`src/rtl/instr_fetch.sv`:
```
// Instruction fetch unit: walks a PC, fetches words over a req/ack handshake and strobes them into the IR.
// Optional halt-opcode detection is enabled by defining IF_HALT_DETECT_EN.
module instr_fetch #(
    parameter int                ADDR_W   = 10,
    parameter int                DATA_W   = 16,
    parameter logic [ADDR_W-1:0] RESET_PC = '0,
    parameter logic [5:0]        HALT_OP  = 6'h3F
) (
    input  logic              clk_i,
    input  logic              rst_ni,
    input  logic              start_i,
    input  logic              next_i,
    input  logic              branch_i,
    input  logic [ADDR_W-1:0] branch_addr_i,
    output logic              mem_req_o,
    output logic [ADDR_W-1:0] mem_addr_o,
    input  logic              mem_ack_i,
    input  logic [DATA_W-1:0] mem_rdata_i,
    output logic [DATA_W-1:0] ir_data_o,
    output logic              ir_w_o,
    output logic [ADDR_W-1:0] pc_o,
    output logic              busy_o,
    output logic              halted_o
);

    typedef enum logic [2:0] {
        S_IDLE,
        S_REQ,
        S_WAIT,
        S_REDIR
`ifdef IF_HALT_DETECT_EN
        ,
        S_HALT
`endif
    } state_t;

    state_t            state_q;
    logic [ADDR_W-1:0] fetchPc_q;
    logic              redir_q;
    logic              memReq_q;
    logic [ADDR_W-1:0] memAddr_q;
    logic [DATA_W-1:0] irData_q;
    logic              irW_q;
    logic [ADDR_W-1:0] pc_q;
    logic              busy_q;
    logic              halted_q;

    logic [ADDR_W-1:0] nextPc_d;
    logic              isHalt;

    assign nextPc_d = memAddr_q + ADDR_W'(1);

`ifdef IF_HALT_DETECT_EN
    assign isHalt = (mem_rdata_i[DATA_W-1 -: 6] == HALT_OP);
`else
    logic unusedHaltOp;
    assign unusedHaltOp = ^HALT_OP;
    assign isHalt       = 1'b0;
`endif

    // fetchPc_q doubles as the latched redirect target while redir_q is set
    always_ff @(posedge clk_i or negedge rst_ni) begin
        if (!rst_ni) begin
            state_q   <= S_IDLE;
            fetchPc_q <= RESET_PC;
            redir_q   <= 1'b0;
            memReq_q  <= 1'b0;
            memAddr_q <= RESET_PC;
            irData_q  <= '0;
            irW_q     <= 1'b0;
            pc_q      <= RESET_PC;
            busy_q    <= 1'b0;
            halted_q  <= 1'b0;
        end else begin
            irW_q <= 1'b0;
            case (state_q)
                S_IDLE: begin
                    if (start_i) begin
                        memReq_q  <= 1'b1;
                        memAddr_q <= fetchPc_q;
                        busy_q    <= 1'b1;
                        state_q   <= S_REQ;
                    end
                end
                S_REQ: begin
                    if (mem_ack_i) begin
                        memReq_q <= 1'b0;
                        if (redir_q || branch_i) begin
                            redir_q <= 1'b0;
                            if (branch_i) begin
                                fetchPc_q <= branch_addr_i;
                            end
                            state_q <= S_REDIR;
                        end else begin
                            irData_q  <= mem_rdata_i;
                            pc_q      <= memAddr_q;
                            fetchPc_q <= nextPc_d;
                            irW_q     <= 1'b1;
                            if (isHalt) begin
`ifdef IF_HALT_DETECT_EN
                                halted_q <= 1'b1;
                                busy_q   <= 1'b0;
                                state_q  <= S_HALT;
`else
                                state_q  <= S_WAIT;
`endif
                            end else begin
                                state_q <= S_WAIT;
                            end
                        end
                    end else if (branch_i) begin
                        redir_q   <= 1'b1;
                        fetchPc_q <= branch_addr_i;
                    end
                end
                S_WAIT: begin
                    if (branch_i) begin
                        fetchPc_q <= branch_addr_i;
                        memReq_q  <= 1'b1;
                        memAddr_q <= branch_addr_i;
                        state_q   <= S_REQ;
                    end else if (next_i) begin
                        memReq_q  <= 1'b1;
                        memAddr_q <= fetchPc_q;
                        state_q   <= S_REQ;
                    end
                end
                // Single idle cycle between a discarded word and the redirected request
                S_REDIR: begin
                    memReq_q <= 1'b1;
                    if (branch_i) begin
                        fetchPc_q <= branch_addr_i;
                        memAddr_q <= branch_addr_i;
                    end else begin
                        memAddr_q <= fetchPc_q;
                    end
                    state_q <= S_REQ;
                end
`ifdef IF_HALT_DETECT_EN
                S_HALT: begin
                    state_q <= S_HALT;
                end
`endif
                default: begin
                    state_q <= S_IDLE;
                end
            endcase
        end
    end

    assign mem_req_o  = memReq_q;
    assign mem_addr_o = memAddr_q;
    assign ir_data_o  = irData_q;
    assign ir_w_o     = irW_q;
    assign pc_o       = pc_q;
    assign busy_o     = busy_q;
    assign halted_o   = halted_q;

endmodule

```
`config.mk`:
```
export PLATFORM = sky130hd
export DESIGN_NAME = instr_fetch
export DESIGN_NICKNAME = d
export VERILOG_FILES = /design/src/rtl/instr_fetch.sv
export SDC_FILE = /design/constraint.sdc
export NUM_CORES = 1
export LEC_CHECK = 0
export CAP_MARGIN = 20
export CORE_ASPECT_RATIO = 1.25
export CORE_MARGIN = 2
export CORE_UTILIZATION = 35
export DETAILED_ROUTE_END_ITERATION = 8
export GPL_ROUTABILITY_DRIVEN = 0
export PLACE_DENSITY = 0.68
export SYNTH_ARGS = -nofsm -noshare
export SYNTH_HDL_FRONTEND = slang
export SYNTH_SLANG_ARGS = --single-unit
```
`constraint.sdc`:
```
create_clock -name clk_i -period 3.2 [get_ports clk_i]
set_clock_uncertainty 0.05 [all_clocks]
set_input_delay 0.8 -clock clk_i [delete_from_list [all_inputs] [get_ports clk_i]]
set_output_delay 0.8 -clock clk_i [all_outputs]
set_load 0.02 [all_outputs]
```
# Word-level counts from Yosys, hierarchy flattened
# Cells that the tools add are included.
[classes]
addsub = 1
eq_ne = 7
mux = 25
bitwise = 1
n_reduce_logical = 13
[ops]
columns = ["operator", "count"]
rows = [
  ["10-bit two-way mux", 6],
  ["10-bit case mux with 3 select lines", 1],
  ["10-bit case mux with 2 select lines", 1],
  ["3-bit two-way mux", 4],
  ["3-bit case mux with 4 select lines", 1],
  ["3-bit AND reduction", 4],
  ["1-bit two-way mux", 11],
  ["10-bit by 1-bit adder with 10-bit output (second input constant)", 1],
  ["3-bit by 2-bit equality test with 1-bit output (second input constant)", 2],
  ["2-bit != test (second input constant)", 2],
  ["1-bit case mux with 4 select lines", 1],
  ["4-bit AND reduction", 1],
  ["2-bit nonzero test", 2],
  ["4-bit nonzero test", 1],
  ["3-bit by 1-bit equality test with 1-bit output (second input constant)", 1],
  ["3-bit logical NOT", 1],
  ["3-bit != test (second input constant)", 1],
  ["3-bit nonzero test", 1],
  ["2-bit by 1-bit != test with 1-bit output (second input constant)", 1],
  ["2-bit AND reduction", 1],
  ["2-bit OR reduction", 1],
  ["1-bit logical OR", 1],
  ["1-bit NOT", 1],
]
[totals]
register_bits = 53
out_inout_bits = 40
elab_cells = 56

# Longest topological paths before layout
# Gate-level depths: netlist of the first run.
[depth]
word_depth = 4
ltp_mapped = 8
depth_no_buf = 5

# Worst setup path after synthesis of the first run
# Ideal clock, no wire load.
[synth_timing]
kind = "in2reg"
startpoint = "input port branch_i"
endpoint = "register memReq_q (netlist: mem_req_o)"
arrival_time_ns = 1.788
setup_slack_ns = 1.243
cell_stages = 5
path_buffers = 2
path_cell_list = "buf_2 or3_1 a22o_1 buf_6 o21a_1"
[synth_via]
elab_chain_cells = 2
[synth_rtl]
columns = ["item", "line", "text"]
rows = [
  ["start: declaration", "13", "input logic branch_i,"],
  ["3-bit != test (no line) or 1-bit two-way mux (tied branches)", "--", ""],
  ["4-bit AND reduction (no line) or 1-bit case mux with 4 select lines (tied branches)", "--", ""],
  ["end signal: assignment", "67", "memReq_q <= 1'b0;"],
  ["end signal: assignment", "79", "memReq_q <= 1'b1;"],
  ["end signal: assignment", "87", "memReq_q <= 1'b0;"],
  ["end: declaration", "40", "logic memReq_q;"],
]
# Parallel ways exist; a longest one is shown, timed or not.
# A chain may end at the register's enable or synchronous reset.

# Worst setup path in the final report of the first run
[layout_timing]
startpoint = "input port mem_ack_i"
endpoint = "register fetchPc_q[5]"
[layout_via]
elab_chain_cells = 2
[layout_rtl]
columns = ["item", "line", "text"]
rows = [
  ["start: declaration", "17", "input logic mem_ack_i,"],
  ["10-bit two-way mux", "86", "if (mem_ack_i) begin"],
  ["10-bit case mux with 2 select lines", "76", "case (state_q)"],
  ["end signal: assignment", "91", "fetchPc_q <= branch_addr_i;"],
  ["end signal: assignment", "97", "fetchPc_q <= nextPc_d;"],
  ["end signal: assignment", "113", "fetchPc_q <= branch_addr_i;"],
  ["end: declaration", "38", "logic [ADDR_W-1:0] fetchPc_q;"],
]
# No other way between the ends.

==> results of run 1 <==
[cells by family (layout without fill, tap and decap cells)]
logic type | after synthesis | count (layout) | synth area share (%)
AOI/OAI and AO/OA | 40 | 40 | 10.7
xor gates and xnor gates | 8 | 8 | 3.01
adders and majority gates | 1 | 1 | 0.537
buffers and inverters | 15 | 82 | 4.84
DFF | 52 | 52 | 55.9
muxes | 10 | 10 | 4.30
other | 1 | 1 | 0.161
and+or+nand+nor | 112 | 112 | 20.5
[layer usage]
layer / track usage [%] / vias to the layer above / part of all wire, %
met5: 0 / - / 0
met4: 3.64 / 0 / 0.76
met3: 3.50 / 5 / 5.7
met2: 28.5 / 68 / 50
met1: 20.5 / 933 / 43
li1: - / 929 / -
[worst paths after layout]
kind / end / slack [ns] / from
min: busy_o / 0.42 / busy_o
min in group asynchronous: pc_o[3] / 0.55 / rst_ni
max in group asynchronous: ir_data_o[3] / 1.80 / rst_ni
max reg2reg: fetchPc_q[5] / 1.23 / state_q[1]
max: fetchPc_q[5] / 0.83 / mem_ack_i
min reg2reg: busy_o / 0.42 / busy_o
[area by class of cell]
| cell class | count | area [um2] | share of cell area (%) |
|---|---|---|---|
| clock buffers | 6 | 72.6 | 2.32 |
| clock inverters | 1 | 5.00 | 0.160 |
| inverters | 3 | 13.8 | 0.440 |
| multi-input cells | 172 | 915 | 29.3 |
| flip-flops and latches | 52 | 1300 | 41.6 |
| well taps | 87 | 109 | 3.48 |
| repair buffers | 72 | 711 | 22.7 |
[critical path, stage by stage]
cell	delay, ns
clkdlybuf4s50_1	0.54
nand3b_4	0.11
or3_1	0.55
inv_4	0.37
a21oi_1	0.13
[Yosys cell counts, drive strengths merged, types with 3 or more instances]
| cell | count | area (um2) |
|---|---|---|
| nand2 | 83 | 312 |
| dfrtp | 52 | 1300 |
| a21oi | 20 | 111 |
| nor2 | 14 | 55.1 |
| buf | 12 | 98.8 |
| mux2i | 10 | 100 |
| o22ai | 8 | 50.1 |
| xor2 | 7 | 61.3 |
| inv | 3 | 13.8 |
| nand4 | 3 | 18.8 |
| o21ai | 3 | 15.0 |
[report_power, final]
group          leakage, nW  total (mW)  switching (mW)  internal (mW)
registers            0.612        1.20           0.264          0.940
clock network       0.0410       0.351           0.202          0.149
logic                0.775        1.38           0.713          0.668
[state kept, by name, indices dropped and copies added, names as in the netlist]
name and cells:
state_q 2, pc_o 10, ir_w_o 1, redir_q 1
mem_req_o 1, fetchPc_q 10, mem_addr_o 10, busy_o 1
ir_data_o 16
==> flow_metrics.py, run 1 <==
metrics = {
    "outcome": {
        "status": "completed",
    },
    "finish": {
        "fin_nets": 339,
        "fillCellCount": 651,
        "layout_commonest_cell": "nand2_1",
        "area_delta_synth_final_pct": 34.3,
        "n_antenna_cell": 0,
        "final_util_pct": 48.2,
        "finalInstanceArea_um2": 3130,
        "layout-drive-gt1-share_pct": 4.25,
        "final_cells": 393,
        "mostFrequentLayoutCells": "nand2_1 (83), clkdlybuf4s50_1 (69), dfrtp_1 (52)",
    },
    "timing": {
        "fin_crit_ns": 2.37,
        "hold_viol_final": 0,
        "grt_setup_unrepaired": "false",
        "slew_viol_final": 0,
        "hold_slack_ns": 0.423,
        "setup_viol": 0,
        "fmax_mhz": 423,
        "fin_ws_ns": 0.834,
        "worstMarginPinSlew_ns": 0.885,
        "fin_crit_sh_pct": 74.0,
        "tns_ns": 0,
        "max_slew_margin_pct": 41.0,
    },
    "power": {
        "peakVddDrop_mv": 0.599,
        "powerDensity_nw_per_um2": 939,
        "total_power_mw": 2.94,
        "p_leak_nw": 1.43,
    },
    "detailed_routing": {
        "antenna_left": 0,
        "routedWlPerCell_um": 14.3,
        "via_count": 1935,
        "wirelength_um": 5630,
        "route.detailed.drc": 0,
        "drt_first_iter_violations": 98,
        "firstDrtPassIters": 4,
        "viasPerCell": 4.92,
    },
    "placed_design": {
        "dp.cells": 386,
        "io_buffers": 70,
        "place_area_um2": 3050,
        "hpwl_um": 4010,
        "place_ws_ns": 0.517,
    },
    "worst_hold_path": {
        "min_path_cells": 1,
        "hold_class": "reg2reg",
    },
    "worst_setup_path": {
        "end_kind": "flip-flop",
        "critPathLaunchType": "primary input",
        "path_class": "in2reg",
        "r2r_cells": 4,
        "worst_ep_arrival_time_ns": 2.49,
        "critical_path.max_fanout": 33,
        "cp.required_ns": 3.32,
    },
    "cts": {
        "cts_resized": 0,
        "clkTransAtPathRegs_ns": 0.09,
        "clock_sinks": 52,
        "cts_buffers": 5,
        "hold_buffers": 0,
        "htreeDepth": 2,
        "cts_buffer_depth": 2,
        "cts_tree": "yes",
        "cts_setup_buffers": 0,
        "cts_root_buffer": "clkbuf_8",
        "insertion_delay_ns": 0.30,
    },
    "synth": {
        "ys_types": 35,
        "synth_edf_count": 0,
        "ys_async_sr_fraction_pct": 100,
        "syn_avg_cell_area_um2": 9.74,
        "synth-seq-cells": 52,
        "synth_ff_type": "dfrtp_1",
        "synth_nets": 272,
        "synth_seq_area_share_pct": 55.9,
        "syn_area_um2": 2330,
        "yosys_warnings": 1,
        "syn_inst": 239,
    },
    "global_route": {
        "grt_first_pass_wirelength_um": 9360,
        "grt_pass1_vias": 1834,
        "antenna_found_initial": 0,
        "grt_max_degree": 40,
        "grt-ovfl-total": 0,
        "track_usage_pct": 16.2,
    },
    "floorplan": {
        "die_area_um2": 7330,
        "rows": 33,
        "start_util_pct": 35.9,
        "die_x_um": 77.0,
        "die_h_um": 95.2,
        "ios": 72,
        "coreArea_um2": 6480,
    },
    "flow_run": {
        "cap_violations": 0,
    },
}
Power figures use the tool's default switching activity.
==> inputs of run 2 (changes only) <==
clock period = 2.4 ns   (was 3.2 ns; I/O delays follow)
==> flow_metrics.py, run 2 (synthesis results as in run 1) <==
metrics = {
    "detailed_routing": {
        "route.detailed.drc": 0,
        "wirelength_um": 5830,
        "via_count": 1900,
        "antenna_left": 0,
        "firstDrtPassIters": 4,
        "routedWlPerCell_um": 14.6,
        "drt_first_iter_violations": 102,
        "viasPerCell": 4.77,
    },
    "power": {
        "p_leak_nw": 1.47,
        "p_seq_share_pct": 38.9,
        "sw_frac_of_total_pct": 38.7,
        "clkPwrFrac_pct": 16.0,
        "p_int_mw": 2.53,
        "combPwrFrac_pct": 45.0,
        "powerDensity_nw_per_um2": 1280,
        "p_sw_mw": 1.60,
        "peakVddDrop_mv": 0.488,
    },
    "cts": {
        "cts_buffers": 5,
        "hold_buffers": 0,
        "cts_tree": "yes",
        "cts_resized": 0,
        "cts_root_buffer": "clkbuf_8",
        "clock_sinks": 52,
        "insertion_delay_ns": 0.31,
        "clkTransAtPathRegs_ns": 0.10,
        "htreeDepth": 2,
        "cts_setup_buffers": 0,
        "cts_buffer_depth": 2,
    },
    "worst_setup_path": {
        "r2r_cells": 4,
        "worstPathCellList": "clkdlybuf4s50_1",
        "cp_slowest_cell": "clkdlybuf4s50_1",
        "r2r_setup_slack_ns": 0.65,
        "end_kind": "output pin",
        "crit_path_max_incr_delay_ns": 0.67,
        "cp_top_family": "buffers and inverters",
        "critPathLaunchType": "flip-flop",
        "path_class": "reg2out",
        "crit_start": "mem_addr_o[0]",
        "r2r-end": "fetchPc_q[4]",
        "worst_ep_arrival_time_ns": 1.54,
        "endpoint": "mem_addr_o[0]",
        "regToRegStartpoint": "state_q[1]",
        "path_buf_inv": 1,
        "cp.required_ns": 1.75,
        "critical_path.max_fanout": 8,
        "crit_cells": 1,
    },
    "finish": {
        "layout-drive-gt1-share_pct": 6.11,
        "regArea_um2": 1300,
        "final_util_pct": 49.6,
        "fillCellCount": 638,
        "area_delta_synth_final_pct": 38.2,
        "n_antenna_cell": 0,
        "fin_nets": 343,
        "mostFrequentLayoutCells": "nand2_1 (83), clkdlybuf4s50_1 (69), dfrtp_1 (52)",
        "multi_input_area_um2": 915,
        "layout_commonest_cell": "nand2_1",
        "largest_reg_flops": 16,
    },
    "worst_hold_path": {
        "hold_class": "in2async",
    },
    "timing": {
        "setup_viol": 0,
        "max_slew_margin_pct": 52.2,
        "grt_setup_unrepaired": "false",
        "tns_ns": 0,
        "worstMarginPinSlew_ns": 0.712,
        "fmax_mhz": 457,
        "slew_viol_final": 0,
        "fin_crit_sh_pct": 91.2,
        "fin_crit_ns": 2.19,
        "hold_viol_final": 0,
    },
    "floorplan": {
        "die_area_um2": 7330,
        "rows": 33,
        "die_h_um": 95.2,
        "ios": 72,
        "coreArea_um2": 6480,
        "start_util_pct": 35.9,
        "die_x_um": 77.0,
    },
    "global_route": {
        "grt-ovfl-total": 0,
        "antenna_found_initial": 0,
        "grt_first_pass_wirelength_um": 9430,
        "track_usage_pct": 16.6,
        "grt_pass1_vias": 1855,
        "grt_max_degree": 34,
    },
    "placed_design": {
        "io_buffers": 70,
        "hpwl_um": 4110,
    },
    "outcome": {
        "status": "completed",
    },
    "flow_run": {
        "cap_violations": 0,
    },
}
## run 2: changes by cell type in the layout (fill, tap and decap cells not counted)
cell       delta
buf_12        +1
buf_4         +3
bufinv_16     +1
clkbuf_1      -1
clkbuf_8      +2
clkinv_2      -1
## run 2: worst min-delay path by stage
stage            from       to  slack [ns]  depth (start not counted)
4_1_cts        rst_ni  pc_o[3]        0.25                          1
6_report       rst_ni  pc_o[3]        0.23                          1
2_1_floorplan  rst_ni   busy_o        0.25                          0
5_1_grt        rst_ni  pc_o[3]        0.27                          1
3_5_place_dp   busy_o   busy_o        0.40                          1
3_3_place_gp   busy_o   busy_o        0.40                          1
## run 2: stage by stage
step           setup WS (ns)  cells  area, um2  total power, mW  hold slack, ns
2_1_floorplan          0.643    239       2330             2.60           0.254
3_3_place_gp           0.151    390       3090             3.45           0.396
3_5_place_dp           0.118    390       3090             3.51           0.404
4_1_cts                0.219    398       3220             4.18           0.249
5_1_grt                0.183    398       3220             4.41           0.272
6_report               0.210    398       3220             4.13           0.231
## run 2: final cells by class
class | count | share of cell area [%]
repair buffers | 76 | 23.4
well taps | 87 | 3.38
clock inverters | 1 | 0.933
flip-flops and latches | 52 | 40.4
multi-input cells | 172 | 28.4
inverters | 3 | 0.428
clock buffers | 7 | 2.99
## run 2: power groups by stage
stage	Clock, mW	Sequential [mW]	Combinational (mW)
6_report	0.663	1.61	1.86
3_5_place_dp	0	1.62	1.88
5_1_grt	0.716	1.67	2.02
4_1_cts	0.679	1.61	1.89
2_1_floorplan	0	1.91	0.693
3_3_place_gp	0	1.61	1.84
## run 2: per-layer routing
layer / share of wire (%) / wire length, um / global-route usage (%) / vias up
li1: - / - / - / 935
met1: 42 / 2440 / 20.2 / 900
met2: 52 / 3030 / 28.4 / 57
met3: 4.9 / 283 / 3.88 / 8
met4: 1.5 / 85 / 6.82 / 0
met5: 0 / 0 / 0 / -
